**src/rtl/xadc_drp_responder_if.sv**
```systemverilog
`default_nettype none
// ============================================================================
// Module   : xadc_drp_responder_if
// Brief    : DRP bus bundle between an XADC-style responder and its master.
// Revision : 1.0 - initial release
// ============================================================================
interface xadc_drp_responder_if;
    logic [6:0]  daddrIn;
    logic        denIn;
    logic        dweIn;
    logic [15:0] diIn;
    logic [15:0] doOut;
    logic        drdyOut;

    modport master (
        output daddrIn, denIn, dweIn, diIn,
        input  doOut, drdyOut
    );

    modport slave (
        input  daddrIn, denIn, dweIn, diIn,
        output doOut, drdyOut
    );
endinterface
`default_nettype wire

```
**src/rtl/xadc_drp_responder.sv**
```systemverilog
`default_nettype none
// ============================================================================
// Module   : xadc_drp_responder
// Brief    : Synthesizable stand-in for the XADC DRP responder: free-running
//            conversion timer, sample capture into the status register, 16
//            scratch config registers and fixed-latency DRP read/write.
// Revision : 1.0 - initial release
// ============================================================================
module xadc_drp_responder #(
    parameter int unsigned DRP_LATENCY = 4,
    parameter int unsigned CONV_CYCLES = 26,
    parameter logic [6:0]  SAMPLE_ADDR = 7'h12
) (
    input  wire                  clkIn,
    input  wire                  rstNIn,
    input  wire [11:0]           sampleIn,
    xadc_drp_responder_if.slave  drp,
    output logic                 busyOut,
    output logic                 eocOut,
    output logic [4:0]           channelOut,
    output logic                 protoErrOut
);

    typedef enum logic [0:0] {
        IDLE = 1'b0,
        WAIT = 1'b1
    } drpState_t;

    localparam logic [9:0] c_convLast = 10'(CONV_CYCLES - 1);
    localparam logic [3:0] c_latLoad  = 4'(DRP_LATENCY - 1);

    drpState_t   r_state;
    drpState_t   w_stateNext;
    logic [3:0]  r_latCnt;
    logic [3:0]  w_latCntNext;
    logic        w_accept;
    logic        w_done;
    logic        w_violation;

    logic [6:0]  r_addr;
    logic        r_we;
    logic [15:0] r_di;
    logic [15:0] r_do;
    logic        r_drdy;
    logic        r_protoErr;

    logic [9:0]  r_convCnt;
    logic [9:0]  w_convNext;
    logic        r_busy;
    logic        r_eoc;
    logic [15:0] r_sample;

    logic [15:0] r_cfg [16];
    logic [15:0] w_rdData;
    logic        w_cfgHit;

    // DRP FSM state and latency counter registers
    always_ff @(posedge clkIn or negedge rstNIn) begin
        if (!rstNIn) begin
            r_state  <= IDLE;
            r_latCnt <= 4'd0;
        end else begin
            r_state  <= w_stateNext;
            r_latCnt <= w_latCntNext;
        end
    end

    // DRP FSM next state; the response cycle is spent back in IDLE so a new
    // request can be accepted alongside drdyOut
    always_comb begin
        w_stateNext  = r_state;
        w_latCntNext = r_latCnt;
        w_accept     = 1'b0;
        w_done       = 1'b0;
        w_violation  = 1'b0;
        case (r_state)
            IDLE: begin
                if (drp.denIn) begin
                    w_accept     = 1'b1;
                    w_latCntNext = c_latLoad;
                    w_stateNext  = WAIT;
                end
            end
            WAIT: begin
                w_latCntNext = r_latCnt - 4'd1;
                w_violation  = drp.denIn;
                if (r_latCnt == 4'd1) begin
                    w_done      = 1'b1;
                    w_stateNext = IDLE;
                end
            end
            default: w_stateNext = IDLE;
        endcase
    end

    // Config window decode; the sample address wins if the two ever overlap
    assign w_cfgHit = (r_addr[6:4] == 3'b100) && (r_addr != SAMPLE_ADDR);

    // Read mux over the latched address, using pre-update register contents
    always_comb begin
        w_rdData = 16'h0000;
        if (r_addr == SAMPLE_ADDR) begin
            w_rdData = r_sample;
        end else if (w_cfgHit) begin
            w_rdData = r_cfg[r_addr[3:0]];
        end
    end

    // Request latch, read response, drdy pulse and sticky protocol error
    always_ff @(posedge clkIn or negedge rstNIn) begin
        if (!rstNIn) begin
            r_addr     <= 7'd0;
            r_we       <= 1'b0;
            r_di       <= 16'h0000;
            r_do       <= 16'h0000;
            r_drdy     <= 1'b0;
            r_protoErr <= 1'b0;
        end else begin
            if (w_accept) begin
                r_addr <= drp.daddrIn;
                r_we   <= drp.dweIn;
                r_di   <= drp.diIn;
            end
            r_drdy <= w_done;
            if (w_done && !r_we) begin
                r_do <= w_rdData;
            end
            if (w_violation) begin
                r_protoErr <= 1'b1;
            end
        end
    end

    // Config register storage, committed on the response edge
    always_ff @(posedge clkIn or negedge rstNIn) begin
        if (!rstNIn) begin
            for (int i = 0; i < 16; i++) begin
                r_cfg[i] <= 16'h0000;
            end
        end else if (w_done && r_we && w_cfgHit) begin
            r_cfg[r_addr[3:0]] <= r_di;
        end
    end

    assign w_convNext = (r_convCnt == c_convLast) ? 10'd0 : r_convCnt + 10'd1;

    // Free-running conversion timer with sample capture on wrap
    always_ff @(posedge clkIn or negedge rstNIn) begin
        if (!rstNIn) begin
            r_convCnt <= 10'd0;
            r_busy    <= 1'b0;
            r_eoc     <= 1'b0;
            r_sample  <= 16'h0000;
        end else begin
            r_convCnt <= w_convNext;
            r_busy    <= (w_convNext != c_convLast);
            r_eoc     <= (r_convCnt == c_convLast);
            if (r_convCnt == c_convLast) begin
                r_sample <= {sampleIn, 4'h0};
            end
        end
    end

    assign drp.doOut   = r_do;
    assign drp.drdyOut = r_drdy;
    assign busyOut     = r_busy;
    assign eocOut      = r_eoc;
    assign channelOut  = 5'h12;
    assign protoErrOut = r_protoErr;

endmodule
`default_nettype wire
```
**src/flat_wrapper.sv**
```systemverilog
// flat-port wrapper written by rule: the top's interface ports become plain ports
module xadc_drp_responder_flat 
#(
    parameter int unsigned DRP_LATENCY = 4,
    parameter int unsigned CONV_CYCLES = 26,
    parameter logic [6:0]  SAMPLE_ADDR = 7'h12
)
  (clkIn, rstNIn, sampleIn, busyOut, eocOut, channelOut, protoErrOut, drp_daddrIn, drp_denIn, drp_dweIn, drp_diIn, drp_doOut, drp_drdyOut);
  xadc_drp_responder_if drp_i ();
  input  wire clkIn;
  input  wire rstNIn;
  input  wire [11:0] sampleIn;
  output logic busyOut;
  output logic eocOut;
  output logic [4:0] channelOut;
  output logic protoErrOut;
  input wire logic [$bits(drp_i.daddrIn)-1:0] drp_daddrIn;
  input wire logic [$bits(drp_i.denIn)-1:0] drp_denIn;
  input wire logic [$bits(drp_i.dweIn)-1:0] drp_dweIn;
  input wire logic [$bits(drp_i.diIn)-1:0] drp_diIn;
  output wire logic [$bits(drp_i.doOut)-1:0] drp_doOut;
  output wire logic [$bits(drp_i.drdyOut)-1:0] drp_drdyOut;
  assign drp_i.daddrIn = drp_daddrIn;
  assign drp_i.denIn = drp_denIn;
  assign drp_i.dweIn = drp_dweIn;
  assign drp_i.diIn = drp_diIn;
  assign drp_doOut = drp_i.doOut;
  assign drp_drdyOut = drp_i.drdyOut;
  xadc_drp_responder #(.DRP_LATENCY(DRP_LATENCY), .CONV_CYCLES(CONV_CYCLES), .SAMPLE_ADDR(SAMPLE_ADDR)) u_core (.clkIn(clkIn), .rstNIn(rstNIn), .sampleIn(sampleIn), .drp(drp_i), .busyOut(busyOut), .eocOut(eocOut), .channelOut(channelOut), .protoErrOut(protoErrOut));
endmodule
```
**config.mk**
```make
export PLATFORM = sky130hd
export DESIGN_NAME = xadc_drp_responder_flat
export DESIGN_NICKNAME = d
export VERILOG_FILES = /design/src/rtl/xadc_drp_responder_if.sv /design/src/rtl/xadc_drp_responder.sv /design/src/flat_wrapper.sv
export SDC_FILE = /design/constraint.sdc
export NUM_CORES = 1
export LEC_CHECK = 0
export ABC_AREA = 1
export BUFFER_PORTS_ARGS = -buffer_cell sky130_fd_sc_hd__buf_2
export CAP_MARGIN = 20
export CORE_MARGIN = 1
export CORE_UTILIZATION = 55
export CTS_BUF_LIST = sky130_fd_sc_hd__clkbuf_2 sky130_fd_sc_hd__clkbuf_4 sky130_fd_sc_hd__clkbuf_8
export DETAILED_ROUTE_END_ITERATION = 10
export PLACE_DENSITY = 0.73
export SETUP_SLACK_MARGIN = 0.15
export SYNTH_ARGS = -nofsm -noshare
export SYNTH_HDL_FRONTEND = slang
export SYNTH_SLANG_ARGS = --single-unit
```
**constraint.sdc**
```tcl
create_clock -name clkIn -period 2.2 [get_ports clkIn]
set_input_delay 0.44 -clock clkIn [delete_from_list [all_inputs] [get_ports clkIn]]
set_output_delay 0.44 -clock clkIn [all_outputs]
set_load 0.05 [all_outputs]
```
==> impl_metrics.ini <==
[sta]
setup_tns_ns = 0
fin_crit_sh = 0.911
worstMarginPinSlew_ns = 0.850
slew_headroom = 0.433
hold_viol_final = 0
setup_viol = 0
max_freq_mhz = 499
maxSlewViolCount = 0
rsz0062_at_grt = yes
fin_crit_ns = 2.00
clock_skew_ns = 0.0262

[placement]
hpwl_microns = 25600
portBuffers = 58
gp_congestion = 0.860
dpl_cell_area_sq_mm = 0.0161

[route]
avgRoutedWirePerCell_microns = 16.7
drc = 0
postRouteAntennaNets = 0
dr.pass1.iters = 6
drt-total-wl_microns = 40500
detail_route.iter0.violations = 1275
num_vias = 13000
avgViaCountPerCell = 5.38

[clocking]
cts_setup_buffers = 0
post_cts_resized = 0
clock_latency_ns = 0.60
clock-sinks = 327
cts_buffer_depth = 3
path_clk_slew_ns = 0.06
root_buffer = clkbuf_8
tritoncts = done
numCtsBuffers = 54
htreeDepth = 2

[synthesis]
mappedNetlistArea_sq_mm = 0.0155
ys_async_sr_fraction = 1.00
syn_avg_cell_area_sq_um = 7.86
synth_edf_count = 0
ys_ff_latch = 327
seq_area_frac_synth = 0.529
ys_warn_count = 0
synth_cell_types = 38
syn_inst = 1969
yosys_most_used_dff = dfrtp_1

[layout]
nets = 2046
diodes = 0
drive_above_1_share = 0.145
fill_cells = 2378
postLayoutCellArea_sq_mm = 0.0174
syn_to_final_growth_pct = 12.4

[power_and_ir_drop]
p_per_area_mw_per_mm2 = 1080
p_leak_nw = 9.19
seqPwrFrac = 0.406
p_sw_frac = 0.373
p_int_mw = 11.7
comb_power_share = 0.279
total_power_mw = 18.7
ir_worst_vdd_uv = 1160
p_clk_frac = 0.314
power.switching_mw = 6.99

[worst_setup_path]
arrival_ns = 2.45
cp_max_fo = 32
end_kind = register
reg2reg_slack_ns = 0.20
path_class = reg -> reg
critPathLaunchType = register
worst-endpoint-required_ns = 2.64

[die]
dieWidth_microns = 170
core_area_sq_mm = 0.0277
initial_utilization = 0.558
die_y_microns = 170
rows = 61
dieArea_sq_mm = 0.0288
io_pins = 64

[global_route]
grt_pass1_wl_microns = 66200
overflow = 0
grt_pass1_vias = 12600
grtUsageTotal = 0.294
grt_max_degree = 73
antenna_found_initial = 1

[run]
maxCapViolCount = 0

[worst_hold_path]
hp-class = in -> reg

[run_status]
outcome = finished clean
path summary, 6_finish.rpt:
| check | startpoint | endpoint | cells after the start |
|---|---|---|---|
| worst max register to register | u_core.r_latCnt[1] | u_core.r_cfg[131] | 9 |
| worst max-delay path | u_core.r_latCnt[1] | u_core.r_cfg[131] | 9 |
| max in group asynchronous | rstNIn | u_core.r_cfg[113] | 3 |
| worst min register to register | u_core.protoErrOut | u_core.protoErrOut | 1 |
| min in group asynchronous | rstNIn | u_core.r_convCnt[8] | 2 |
| worst min-delay path | sampleIn[10] | u_core.r_sample[14] | 3 |
cells in the mapped netlist, types with 14 or more instances:
cell type	number	share of area
nor2_1	54	0.013
o21ai_2	35	0.020
nand3_1	14	0.0045
dfrtp_1	327	0.53
a21oi_1	33	0.011
inv_1	46	0.011
clkbuf_1	41	0.0099
buf_2	62	0.020
nand2_1	1019	0.25
nand2_2	17	0.0069
o21ai_0	24	0.0078
o21ai_1	217	0.070
area by class of cell:
type / instances / area, sq um / share of cell area
Sequential cell: 327 / 8190 / 0.471
Timing Repair Buffer: 103 / 878 / 0.0505
Tap cell: 378 / 473 / 0.0272
Clock buffer: 90 / 1160 / 0.0665
Clock inverter: 9 / 78.8 / 0.00453
Multi-Input combinational cell: 1461 / 6400 / 0.368
Inverter: 56 / 218 / 0.0125
through the flow:
step	setup slack, ns	hold WS [ns]	std cells	utilization
floorplan	0.655	0.144	1972	-
global placement	0.247	0.387	2323	0.582
detailed placement	0.208	0.386	2323	0.582
CTS	0.177	0.0192	2423	0.627
global route	0.0660	0.0193	2424	0.628
finish	0.197	0.0467	2424	0.628
placed cells by master, fill, tap and decap left out, drive strengths merged:
master / instances
conb: 5
o21ai: 276
bufinv: 1
a21oi: 33
nor4: 1
nor2: 66
nand2: 1040
clkinv: 6
mux2: 3
nand4: 10
nor3b: 1
nand3: 16
dlygate4sd3: 1
clkinvlp: 1
buf: 102
clkbuf: 90
a22oi: 1
o21bai: 1
mux2i: 1
dfrtp: 327
ha: 4
nor3: 2
a21o: 1
inv: 57
flip-flops by register name (all words and copies together) (netlist names):
signal,count
u_core.r_sample,12
u_core.r_convCnt,10
u_core.r_cfg,256
u_core.eocOut,1
u_core.r_addr,7
u_core.r_latCnt,4
u_core.busyOut,1
u_core.r_di,16
u_core.drp.drdyOut,1
u_core.r_state,1
u_core.r_we,1
u_core.protoErrOut,1
u_core.drp.doOut,16
metal layers:
layer | part of all wire | track usage | up-vias | routed length, microns
met3 | 0.070 | 0.0452 | 89 | 2860
met2 | 0.47 | 0.476 | 494 | 19000
met1 | 0.43 | 0.403 | 6206 | 17500
met5 | 0 | 0 | - | 0
li1 | - | - | 6242 | -
met4 | 0.029 | 0.105 | 0 | 1160
kinds of logic after synthesis:
family,after synthesis,synth area share
AO/OA/AOI/OAI,312,0.110
adder cells (fa/ha/maj),4,0.00324
buffers and inverters,185,0.0592
flip-flops,327,0.529
multiplexers,4,0.00283
other,2,0.000485
AND/OR/NAND/NOR,1135,0.295
worst max-delay path: stages (launching register included):
cell	delay, ns
dfrtp_1	0.35
inv_1	0.11
ha_1	0.17
nand3_2	0.09
inv_2	0.10
nand2_4	0.12
inv_6	0.17
nand4_4	0.42
nand2_1	0.21
o21ai_1	0.09
power by group through the flow:
stage          Clock (mW)  Sequential, mW  Combinational [mW]
2_1_floorplan           0            7.56                3.52
3_3_place_gp            0            7.66                5.05
3_5_place_dp            0            7.69                5.18
4_1_cts              5.98            7.60                5.20
5_1_grt              6.26            7.72                5.73
6_report             5.89            7.61                5.24
repair_timing:
| action | in CTS | in global routing |
|---|---|---|
| setup endpoints to repair | 0 | 46 |
| endpoints found under the hold margin | 40 | 0 |
| hold buffers | 1 | 0 |
Note: power is estimated with default switching activity, not from simulation.
